[src/rtl/grid_serializer.sv]
// grid_serializer: snapshots the flattened game-of-life grid on start and
// streams it out one cell per valid/ready transfer, row-major from (0,0).
// Optional build macro GRID_SERIALIZER_ROW_LAST_EN adds a row_last output
// that flags the last column of each row.
//
// state | meaning
// ------+----------------------------------------------------------
// IDLE  | waiting for start; cell_valid and busy low
// SEND  | presenting snapshot cell at (row,col); advances on ready
// DONE  | one-cycle done pulse after the final cell is accepted
module grid_serializer #(
  parameter int WIDTH  = 4,
  parameter int HEIGHT = 4
) (
  input  logic                      clk,
  input  logic                      reset,
  input  logic [WIDTH*HEIGHT-1:0]   grid_in,
  input  logic                      start,
  output logic                      busy,
  output logic                      cell_out,
  output logic                      cell_valid,
  input  logic                      cell_ready,
  output logic [$clog2(HEIGHT)-1:0] row,
  output logic [$clog2(WIDTH)-1:0]  col,
  output logic                      frame_last,
`ifdef GRID_SERIALIZER_ROW_LAST_EN
  output logic                      row_last,
`endif
  output logic                      done
);

  localparam int CELLS = WIDTH * HEIGHT;
  localparam int IDX_W = $clog2(CELLS);
  localparam int RW    = $clog2(HEIGHT);
  localparam int CW    = $clog2(WIDTH);

  typedef enum logic [1:0] {IDLE, SEND, DONE} state_t;

  state_t             state;
  logic [CELLS-1:0]   snapshot;
  // Linear index kept alongside row/col so the cell mux needs no multiply.
  logic [IDX_W-1:0]   idx;

  logic [IDX_W-1:0]   idx_nxt;
  logic [RW-1:0]      row_nxt;
  logic [CW-1:0]      col_nxt;
  logic               last_nxt;

  // Position of the cell that follows the one currently presented.
  always_comb begin
    idx_nxt = idx + IDX_W'(1);
    row_nxt = row;
    col_nxt = col + CW'(1);
    if (col == CW'(WIDTH - 1)) begin
      col_nxt = '0;
      row_nxt = row + RW'(1);
    end
    last_nxt = (idx_nxt == IDX_W'(CELLS - 1));
  end

  // Frame sequencing with all outputs registered; nothing moves while a
  // presented cell waits for cell_ready.
  always_ff @(posedge clk or negedge reset) begin
    if (!reset) begin
      state      <= IDLE;
      snapshot   <= '0;
      idx        <= '0;
      row        <= '0;
      col        <= '0;
      busy       <= 1'b0;
      cell_out   <= 1'b0;
      cell_valid <= 1'b0;
      frame_last <= 1'b0;
      done       <= 1'b0;
`ifdef GRID_SERIALIZER_ROW_LAST_EN
      row_last   <= 1'b0;
`endif
    end else begin
      case (state)
        IDLE: begin
          done <= 1'b0;
          if (start) begin
            snapshot   <= grid_in;
            idx        <= '0;
            row        <= '0;
            col        <= '0;
            cell_out   <= grid_in[0];
            cell_valid <= 1'b1;
            busy       <= 1'b1;
            frame_last <= 1'b0;
`ifdef GRID_SERIALIZER_ROW_LAST_EN
            row_last   <= 1'b0;
`endif
            state      <= SEND;
          end
        end
        SEND: begin
          if (cell_ready) begin
            if (frame_last) begin
              cell_valid <= 1'b0;
              frame_last <= 1'b0;
              cell_out   <= 1'b0;
              idx        <= '0;
              row        <= '0;
              col        <= '0;
              done       <= 1'b1;
`ifdef GRID_SERIALIZER_ROW_LAST_EN
              row_last   <= 1'b0;
`endif
              state      <= DONE;
            end else begin
              idx        <= idx_nxt;
              row        <= row_nxt;
              col        <= col_nxt;
              cell_out   <= snapshot[idx_nxt];
              frame_last <= last_nxt;
`ifdef GRID_SERIALIZER_ROW_LAST_EN
              row_last   <= (col_nxt == CW'(WIDTH - 1));
`endif
            end
          end
        end
        DONE: begin
          done  <= 1'b0;
          busy  <= 1'b0;
          state <= IDLE;
        end
        default: begin
          state <= IDLE;
        end
      endcase
    end
  end

endmodule

[config.mk]
export PLATFORM = sky130hd
export DESIGN_NAME = grid_serializer
export DESIGN_NICKNAME = d
export VERILOG_FILES = /design/src/rtl/grid_serializer.sv
export SDC_FILE = /design/constraint.sdc
export NUM_CORES = 1
export LEC_CHECK = 0
export CORE_MARGIN = 2
export CORE_UTILIZATION = 42
export DETAILED_ROUTE_END_ITERATION = 10
export PLACE_DENSITY = 0.78
export SLEW_MARGIN = 20
export SYNTH_ARGS = -nofsm -noshare
export SYNTH_HDL_FRONTEND = slang
export SYNTH_SLANG_ARGS = --single-unit
[constraint.sdc]
create_clock -name clk -period 1.8 [get_ports clk]
set_clock_uncertainty 0.05 [all_clocks]
set_input_delay 0.18 -clock clk [delete_from_list [all_inputs] [get_ports clk]]
set_output_delay 0.18 -clock clk [all_outputs]
set_load 0.05 [all_outputs]
==> results of run 1 <==
-- per-stage QoR --
stage / setup WS [ps] / power (mW) / cell area (µm²) / hold slack [ps]
finish: 77.11 / 2.836 / 1828 / 180.2
global route: 4.801 / 3.060 / 1828 / 189.2
CTS: 0.2149 / 2.884 / 1818 / 173.0
detailed placement: 82.09 / 2.504 / 1769 / 419.2
global placement: 178.9 / 2.416 / 1769 / 414.3
floorplan: 200.1 / 2.110 / 1425 / -165.6
-- cells in the final DEF (no fill, tap or decap), types with 2 or more instances in the layout --
cell type,instances
a22oi_1,2
a21o_1,4
inv_1,3
clkdlybuf4s50_1,23
xor2_1,2
dlymetal6s2s_1,4
buf_4,2
ha_1,3
mux2_1,9
a21oi_1,2
mux4_1,4
o21ai_0,7
dfrtp_1,31
o21ai_1,3
mux2_2,8
nand3_1,2
nand2_1,6
mux2i_1,2
a32o_1,2
clkbuf_4,5
clkbuf_1,2
-- registers in the layout, indices dropped and copies added (netlist names), 2 cells and up --
register / count
idx: 4
row: 2
state: 2
col: 2
snapshot: 16
-- report_power, final --
group          total, mW  internal, mW  switching [mW]
Clock              0.378         0.152           0.226
Sequential          1.17         0.991           0.181
Combinational       1.29         0.643           0.643
-- kinds of logic (layout without fill, tap and decap cells) --
kind of cell / Yosys count / after routing
compound gates: 22 / 22
mux: 23 / 23
fa+ha+maj: 3 / 3
buf+inv: 7 / 42
simple gates: 17 / 17
xor+xnor: 2 / 2
flops: 31 / 31
-- final cells by class --
cell class,instances,share of cell area
repair buffers,31,0.1773
multi-input cells,67,0.3333
clock inverters,1,0.002738
flip-flops and latches,31,0.4244
well taps,46,0.03149
clock buffers,7,0.02464
inverters,3,0.006160
-- worst max-delay path by stage --
stage                                   from  slack, ps                      end
final                     row[1]$_DFFE_PN0P_         80                   row[1]
after global routing      idx[0]$_DFFE_PN0P_          5     cell_out$_DFFE_PN0P_
after CTS                 row[0]$_DFFE_PN0P_        0.2                   row[0]
after detailed placement  idx[0]$_DFFE_PN0P_         80     cell_out$_DFFE_PN0P_
after global placement                 start        180  snapshot[1]$_DFFE_PN0P_
after floorplan           idx[0]$_DFFE_PN0P_        200     cell_out$_DFFE_PN0P_
-- per-layer routing --
layer  track usage  part of all wire
met1        0.1779              0.42
met2        0.2595              0.51
met3       0.06884             0.069
met4       0.04444                 0
met5             0                 0
==> metrics.md, run 1 <==
| Metric | Value |
|---|---|
| Status | `complete, no violations` |
| Number of synthesized register bits | `31` |
| Layout cells sized above 1 | `0.1429` |
| RR Endpoint | `cell_out$_DFFE_PN0P_` |
| XOR/XNOR share of the synthesized area | `0.01229` |
| Pleak | `0.8509 nW` |
| DIE AREA | `3875 µm²` |
| Synth area leaders | `dfrtp_1 54%, mux4_1 7.4%, mux2_1 7.1%, mux2_2 6.3%, ha_1 2.6%` |
| Initial antenna violation count | `0` |
| RSZ-0062 raised after global routing | `false` |
| TNS Setup | `0 ps` |
| Syn_nets | `128` |
| Synthesized instance count | `around 110` |
| RePlAce Congestion | `about 0.76` |
| Fillers | `290` |
| CTS root buffer | `clkbuf_4` |
| N_diodes | `0` |
| Critical R2R Launch | `idx[0]$_DFFE_PN0P_` |
| CTS tree | `built` |
| P&R area growth vs syn | `28.27%` |
| Final HPWL DP | `1.920 mm` |
| Critical path required time | `1570 ps` |
| WP depth | `1` |
| Post-synthesis compound-gate area fraction | `0.09833` |
| Synth top area share | `0.5443` |
| Fin cells | `186` |
| Final Net Count | `approximately 160` |
| Detail Route Antenna Nets | `0` |
| Final period utilization | `0.9572` |
| Clock Path Buffers | `2` |
| Ports | `29` |
| Distinct cells, synth | `30` |
| Avg Inst Size Synth | `13.57 µm²` |
| First-pass GRT wire length | `4.595 mm` |
| Avg WL per Cell | `13.86 µm` |
| Post-synthesis mux area share | `0.2221` |
| Synthesized area | `1425 µm²` |
| Reg2reg setup slack | `90 ps` |
| Synth Area in Simple Gates | `0.06848` |
| Largest family of logic cells by synthesized area | `multiplexers` |
| Seq/Total Area, Yosys | `0.5443` |
| Post-synth EDFFs | `0` |
| Worst hold-check path type | `in -> async` |
| Commonest cells in the netlist | `31 x dfrtp_1, 9 x mux2_1, 8 x mux2_2` |
| Multi-input gate area | `about 610 µm²` |
| Hold Fails Final Rpt | `0` |
| Vias in the first global route | `slightly above 1000` |
| First-pass DRT Iterations | `4` |
| Asr flop ratio synth | `1.000` |
| Largest net degree at the start of global routing | `32` |
| Adder-cell share of the synthesized area | `0.02634` |
| Setup crit start kind | `register` |
| Starting Density | `0.4339` |
| Max Fclk | `0.5804 GHz` |
| GRT Util Overall | `0.1540` |
| Slowest stage delay, CP | `810 ps` |
| Gr ovfl total | `0` |
| Cell taking the most area after synthesis | `dfrtp_1` |
| H-tree levels | `2` |
| Via count | `between 900 and 1000` |
| Buffer and inverter count on the worst path | `1` |
| Die width | `62.25 µm` |
| Critical path's top delay family | `buffers and inverters` |
| Core ar. | `3284 µm²` |
| Worst-margin pin slew | `519.5 ps` |
| Die Span Y | `62.25 µm` |
| CTS sink cnt | `31` |
| Layout Utilization | `0.5566` |
| Num rows | `21` |
| Setup crit end kind | `output port` |
| Final Setup Violations | `0` |
| Placed cell count | `178` |
| CTS Buf Count | `5` |
| Post-CTS Setup Bufs | `0` |
| CTS resizes | `1` |
| Most numerous cell in the Yosys netlist | `dfrtp_1` |
| Routed WL | `roughly 2.6 mm` |
| Worst vdd ir | `approximately 0.0007 V` |
| Fin. max-slew vios | `0` |
| CP Data Arrival Time | `1490 ps` |
| Min Tclk post-route | `roughly 1700 ps` |
| Initial DRC count | `61` |
| Slowest CP cell | `clkdlybuf4s50_1` |
| Register area | `775.7 µm²` |
| Post-cts hold buffer count | `0` |
| DRC viols | `0` |
| Crit path cell chain | `clkdlybuf4s50_1` |
| PwrDens | `1551 nW/µm²` |
| Vias/cell | `5.054` |
| Synth Warn # | `0` |
| Clock-pin slew on the worst setup and hold paths | `around 100 ps` |
| Clock Latency Late Sink | `320 ps` |
| IO buf count | `28` |
| Critical path class | `reg -> out` |
| CP Max Fanout | `3` |
| Worst slew margin | `0.6531` |
| Top FF cell, synth | `dfrtp_1` |
| R2R cell count | `6` |
| # Max-Cap Violations | `0` |
No activity file was read; power rests on OpenSTA's default activity.
==> run 2, diff against run 1 <==
--- a/config.mk
+++ b/config.mk
@@ -5,6 +5,7 @@
 export SDC_FILE = /design/constraint.sdc
 export NUM_CORES = 1
 export LEC_CHECK = 0
+export CAP_MARGIN = 20
 export CORE_MARGIN = 2
 export CORE_UTILIZATION = 42
 export DETAILED_ROUTE_END_ITERATION = 10
==> constraint.sdc (replaced) <==
create_clock -name clk -period 1.8 [get_ports clk]
set_clock_uncertainty 0.05 [all_clocks]
set_input_delay 0.45 -clock clk [delete_from_list [all_inputs] [get_ports clk]]
set_output_delay 0.45 -clock clk [all_outputs]
set_load 0.05 [all_outputs]
==> run 2 against run 1 <==
Compared with the run above:
- total power up 4.3%
- design area up 1.8%
- non-clock buffer count up 1
- largest power group unchanged
- via count up 0.85%
- flip-flop and latch count unchanged
==> metrics.md, run 2 (synthesis results as in run 1) <==
| Metric | Value |
|---|---|
| Clock-pin slew on the worst setup and hold paths | `100 ps (about the same)` |
| Metal3 WL | `152 µm (-15%)` |
| CTS sink cnt | `31 (unchanged)` |
| Reg2reg setup slack | `150 ps (+60 ps)` |
| Largest net degree at the start of global routing | `32 (unchanged)` |
| Avg WL per Cell | `13.69 µm (-1.2%)` |
| Vias in the first global route | `1013 (+0.099%)` |
| TNS Setup | `0 ps (unchanged)` |
| Critical path required time | `1970 ps (+400 ps)` |
| Post-cts hold buffer count | `0 (unchanged)` |
| Top reg by flops | `snapshot` |
| Worst slew margin | `0.6965 (+0.04337)` |
| Final HPWL DP | `1.883 mm (-1.9%)` |
| Final Setup Violations | `0 (unchanged)` |
| Switching part of the total | `0.3582 (-0.01196)` |
| CP Max Fanout | `5 (+2)` |
| Net Switching | `1.059 mW (+0.89%)` |
| Seq pwr share | `0.400 (-0.013)` |
| Layout Utilization | `0.5665 (+0.009905)` |
| Clk pwr share | `0.157 (+0.024)` |
| DIE AREA | `3875 µm² (unchanged)` |
| Layout cells sized above 1 | `0.2199 (+0.07700)` |
| Gr ovfl total | `0 (unchanged)` |
| Critical path class | `reg -> reg` |
| Number of flip-flops in the largest register | `16 (unchanged)` |
| CTS Buf Count | `5 (unchanged)` |
| Hold path depth | `1` |
| Routed WL | `2.560 mm (-0.70%)` |
| Comb pwr share | `0.444 (-0.010)` |
| GRT Util Overall | `0.1515 (-0.002470)` |
| Top layer in use | `met4` |
| DRC viols | `0 (unchanged)` |
| Status | `complete, no violations` |
| H-tree levels | `2 (unchanged)` |
| Final total power | `2.957 mW (+4.3%)` |
| Die width | `62.25 µm (unchanged)` |
| Biggest regs | `snapshot (16), idx (4)` |
| Post-CTS Setup Bufs | `0 (unchanged)` |
| Commonest non-fill, non-tap cell in the layout | `dfrtp_1` |
| Hold Slack | `440.5 ps (+260.3 ps)` |
| Detail Route Antenna Nets | `0 (unchanged)` |
| Initial antenna violation count | `0 (unchanged)` |
| Die Span Y | `62.25 µm (unchanged)` |
| Worst-margin pin slew | `453.3 ps (-66.20 ps)` |
| CP Data Arrival Time | `1830 ps (+340 ps)` |
| Starting Density | `0.4339 (unchanged)` |
| First-pass GRT wire length | `4.567 mm (-0.61%)` |
| Ports | `29 (unchanged)` |
| Min Tclk post-route | `1654 ps (-68.41 ps)` |
| R2R cell count | `6 (unchanged)` |
| RePlAce Congestion | `0.7500 (-1.4%)` |
| IO buf count | `28 (unchanged)` |
| # Max-Cap Violations | `0 (unchanged)` |
| Hold Fails Final Rpt | `0 (unchanged)` |
| Vias/cell | `5.070 (+0.31%)` |
| Clock Path Buffers | `2 (unchanged)` |
| CTS resizes | `0 (-1)` |
| Setup crit end kind | `register` |
| PwrDens | `1589 nW/µm² (+2.4%)` |
| Worst vdd ir | `0.0007877 V (+10%)` |
| Metal2 WL | `1.244 mm (-4.9%)` |
| N_diodes | `0 (unchanged)` |
| CTS root buffer | `clkbuf_4` |
| Worst hold-check path type | `reg -> reg` |
| Clock Latency Late Sink | `330 ps (about the same)` |
| Final Net Count | `163 (+0.62%)` |
| Core ar. | `3284 µm² (unchanged)` |
| Via count | `948 (+0.85%)` |
| CTS tree | `built` |
| First-pass DRT Iterations | `4 (unchanged)` |
| Final period utilization | `0.9192 (-0.03800)` |
| Fillers | `298 (+2.8%)` |
| Num rows | `21 (unchanged)` |
| Total internal power | `1.898 mW (+6.2%)` |
| Setup crit start kind | `register` |
| Max Fclk | `0.6044 GHz (+4.1%)` |
| Fin. max-slew vios | `0 (unchanged)` |
| Pleak | `0.8461 nW (-0.56%)` |
| Initial DRC count | `50 (-18%)` |
| RSZ-0062 raised after global routing | `false` |
| P&R area growth vs syn | `30.55%` |
| Commonest non-fill, non-tap cells in the layout | `31 x dfrtp_1, 19 x clkdlybuf4s50_1, 9 x mux2_1, 9 x buf_4, 8 x mux2_2` |
| Metal-1 WL | `1.111 mm (+1.8%)` |
run 2: cell count changes in the layout (fill, tap and decap cells not counted):
cell / change
clkdlybuf4s50_1: -4
dlygate4sd2_1: -1
clkbuf_8: +2
buf_12: +3
dlymetal6s2s_1: -4
clkinv_2: -1
clkbuf_1: -1
buf_4: +7
run 2: through the flow:
| stage | std cells | area [µm²] | setup slack, ps |
|---|---|---|---|
| 5_1_grt | 187 | 1861 | 17.46 |
| 2_1_floorplan | 105 | 1425 | 200.1 |
| 3_3_place_gp | 179 | 1792 | -73.68 |
| 4_1_cts | 187 | 1861 | 114.4 |
| 6_report | 187 | 1861 | 145.5 |
| 3_5_place_dp | 179 | 1792 | -109.7 |
run 2: metal layers:
metal,GRT usage,vias up
li1,-,453
met1,0.1882,460
met4,0.07500,0
met3,0.03986,5
met2,0.2459,30
met5,0,-
run 2: final timing paths:
check	from	to
hold / removal	snapshot[14]$_DFFE_PN0P_	snapshot[14]$_DFFE_PN0P_
setup reg to reg	idx[0]$_DFFE_PN0P_	cell_out$_DFFE_PN0P_
min in group asynchronous	reset	row[1]$_DFFE_PN0P_
max in group asynchronous	reset	snapshot[1]$_DFFE_PN0P_
setup / recovery	idx[0]$_DFFE_PN0P_	cell_out$_DFFE_PN0P_
hold reg to reg	snapshot[14]$_DFFE_PN0P_	snapshot[14]$_DFFE_PN0P_
run 2: worst max-delay path, cell delays in order, from the launching register on:
cell and delay [ps]:
dfrtp_1 400, inv_1 60, ha_1 380, mux4_1 310
mux2i_1 140, mux2_2 160, o21ai_1 50
run 2: layout make-up:
| cell class | count | area [µm²] | share of cell area |
|---|---|---|---|
| multi-input combinational | 67 | 609.3 | 0.3275 |
| inverter | 3 | 11.26 | 0.006052 |
| tap | 46 | 57.56 | 0.03093 |
| clock buffer | 8 | 68.82 | 0.03699 |
| timing repair buffer | 32 | 337.8 | 0.1816 |
| sequential | 31 | 775.7 | 0.4169 |
run 2: power groups by stage:
stage                     logic [mW]  registers [mW]  clock network (mW)
after floorplan                0.731            1.38                   0
after global placement          1.30            1.17                   0
after detailed placement        1.33            1.20                   0
after CTS                       1.34            1.18               0.478
after global routing            1.44            1.22               0.513
final                           1.31            1.18               0.463
==> run 3, diff against run 2 <==
==> constraint.sdc (replaced) <==
create_clock -name clk -period 1.8 [get_ports clk]
set_clock_uncertainty 0.05 [all_clocks]
set_input_delay 0.54 -clock clk [delete_from_list [all_inputs] [get_ports clk]]
set_output_delay 0.54 -clock clk [all_outputs]
set_load 0.05 [all_outputs]
==> run 3 against run 2 <==
Compared with the run above:
- sequential power about the same
- fmax down 0.67%
- first-iteration DRC count down 46%
- via count down 1.9%
- critical path depth unchanged
- critical endpoint unchanged
==> metrics.md, run 3 (synthesis results as in run 1) <==
| Metric | Value |
|---|---|
| Crit path cell chain | `inv_1, ha_1, mux4_1, mux2i_1, mux2_2, o21ai_1` |
| Final period utilization | `0.9253 (+0.006157)` |
| Metal3 WL | `171 µm (+13%)` |
| Initial DRC count | `27 (-46%)` |
| Comb pwr share | `0.473 (+0.029)` |
| Final Net Count | `163 (unchanged)` |
| Num rows | `21 (unchanged)` |
| Core ar. | `3284 µm² (unchanged)` |
| Starting Density | `0.4339 (unchanged)` |
| CTS resizes | `0 (unchanged)` |
| Slowest CP cell | `dfrtp_1` |
| IO buf count | `28 (unchanged)` |
| Commonest non-fill, non-tap cells in the layout | `31 x dfrtp_1, 19 x clkdlybuf4s50_1, 10 x buf_12` |
| Clock Latency Late Sink | `340 ps (about the same)` |
| Routed WL | `2.547 mm (-0.51%)` |
| Critical path required time | `1980 ps (about the same)` |
| Hold Slack | `437.3 ps (-3.244 ps)` |
| Max Fclk | `0.6004 GHz (-0.67%)` |
| Detail Route Antenna Nets | `0 (unchanged)` |
| Reg2reg setup slack | `130 ps (about the same)` |
| Avg WL per Cell | `13.62 µm (-0.51%)` |
| Final HPWL DP | `1.884 mm (about the same)` |
| Setup crit end kind | `register` |
| H-tree levels | `2 (unchanged)` |
| First-pass GRT wire length | `4.588 mm (+0.46%)` |
| DRC viols | `0 (unchanged)` |
| CTS root buffer | `clkbuf_4` |
| Net Switching | `1.088 mW (+2.8%)` |
| Seq pwr share | `0.401 (about the same)` |
| Metal2 WL | `1.212 mm (-2.6%)` |
| GRT Util Overall | `0.1544 (+0.002862)` |
| Layout cells sized above 1 | `0.2128 (-0.007092)` |
| Post-cts hold buffer count | `0 (unchanged)` |
| P&R area growth vs syn | `34.50%` |
| Clk pwr share | `0.127 (-0.030)` |
| Number of flip-flops in the largest register | `16 (unchanged)` |
| PwrDens | `1579 nW/µm² (-0.64%)` |
| Min Tclk post-route | `1666 ps (+11.08 ps)` |
| Hold Fails Final Rpt | `0 (unchanged)` |
| Vias in the first global route | `1009 (-0.39%)` |
| Total internal power | `1.938 mW (+2.1%)` |
| Critical path's top delay family | `multiplexers` |
| Via count | `930 (-1.9%)` |
| Vias/cell | `4.973 (-1.9%)` |
| Pleak | `0.8622 nW (+1.9%)` |
| DIE AREA | `3875 µm² (unchanged)` |
| CTS Buf Count | `5 (unchanged)` |
| Worst hold-check path type | `reg -> reg` |
| # Max-Cap Violations | `0 (unchanged)` |
| Worst slew margin | `0.7265 (+0.03002)` |
| Gr ovfl total | `0 (unchanged)` |
| Die width | `62.25 µm (unchanged)` |
| Dpl ws | `-183.5 ps (-73.83 ps)` |
| CTS tree | `built` |
| CTS sink cnt | `31 (unchanged)` |
| RePlAce Congestion | `0.7811 (+4.1%)` |
| Status | `complete, no violations` |
| Top reg by flops | `snapshot` |
| Fin. max-slew vios | `0 (unchanged)` |
| CP Data Arrival Time | `1850 ps (+20 ps)` |
| Critical path class | `reg -> reg` |
| Buffer and inverter count on the worst path | `1 (unchanged)` |
| Biggest regs | `snapshot (16), idx (4)` |
| Final WS setup | `134.4 ps (-11.08 ps)` |
| Switching part of the total | `0.3596 (+0.001437)` |
| Worst vdd ir | `0.0007067 V (-10%)` |
| Clock Path Buffers | `2 (unchanged)` |
| Final Setup Violations | `0 (unchanged)` |
| Largest net degree at the start of global routing | `32 (unchanged)` |
| Metal-1 WL | `1.130 mm (+1.7%)` |
| N_diodes | `0 (unchanged)` |
| Commonest non-fill, non-tap cell in the layout | `dfrtp_1` |
| CP Max Fanout | `5 (unchanged)` |
| Post-CTS Setup Bufs | `0 (unchanged)` |
| RSZ-0062 raised after global routing | `false` |
| Clock-pin slew on the worst setup and hold paths | `100 ps (about the same)` |
| Setup crit start kind | `register` |
| First-pass DRT Iterations | `4 (unchanged)` |
| Top layer in use | `met4` |
| Die Span Y | `62.25 µm (unchanged)` |
| Initial antenna violation count | `0 (unchanged)` |
| Worst-margin pin slew | `408.5 ps (-44.83 ps)` |
| Ports | `29 (unchanged)` |
| Slowest stage delay, CP | `410 ps (about the same)` |
==> run 3: changes by cell type in the layout (fill, tap and decap cells not counted), sizes merged <==
| cell | before | now |
|---|---|---|
| clkbuf | 8 | 7 |
| clkinv | 0 | 1 |
==> run 3: worst paths after layout <==
path | start | to | depth (start not counted)
setup reg to reg | idx[0]$_DFFE_PN0P_ | cell_out$_DFFE_PN0P_ | 6
hold / removal | snapshot[14]$_DFFE_PN0P_ | snapshot[14]$_DFFE_PN0P_ | 1
max in group asynchronous | reset | snapshot[4]$_DFFE_PN0P_ | 2
min in group asynchronous | reset | cell_valid$_DFFE_PN0P_ | 2
setup / recovery | idx[0]$_DFFE_PN0P_ | cell_out$_DFFE_PN0P_ | 6
hold reg to reg | snapshot[14]$_DFFE_PN0P_ | snapshot[14]$_DFFE_PN0P_ | 1
==> run 3: layout make-up <==
class,count,area (µm²)
inverter,3,11.26
fill,281,1368
sequential,31,775.7
clock inverter,1,5.005
timing repair buffer,32,412.9
tap,46,57.56
clock buffer,7,45.04
multi-input combinational,67,609.3
==> run 3: power groups by stage <==
stage | registers, mW | logic, mW | clock network [mW]
detailed placement | 1.23 | 1.45 | 0
finish | 1.21 | 1.43 | 0.384
floorplan | 1.38 | 0.731 | 0
global placement | 1.20 | 1.41 | 0
CTS | 1.22 | 1.46 | 0.396
global route | 1.26 | 1.56 | 0.432
==> run 3: worst reg2reg max path, cell delays in order, from the launching register on <==
cell     delay [ps]
dfrtp_1         410
inv_1            60
ha_1            370
mux4_1          320
mux2i_1         150
mux2_2          170
o21ai_1          50
==> run 3: metal layers <==
layer  vias to the layer above  GRT usage
li1                        455          -
met5                         -          0
met2                        32     0.2473
met3                         3    0.07065
met1                       440     0.1839
met4                         0    0.05556
==> run 3: through the flow <==
| stage | util | instance area (µm²) | power, mW | TNS [ps] | instances |
|---|---|---|---|---|---|
| floorplan | - | 1425 | 2.110 | 0 | 105 |
| global placement | 0.5684 | 1867 | 2.611 | -3232 | 179 |
| detailed placement | 0.5684 | 1867 | 2.683 | -3943 | 179 |
| CTS | 0.5836 | 1917 | 3.068 | 0 | 187 |
| global route | 0.5836 | 1917 | 3.249 | 0 | 187 |
| finish | 0.5836 | 1917 | 3.027 | 0 | 187 |
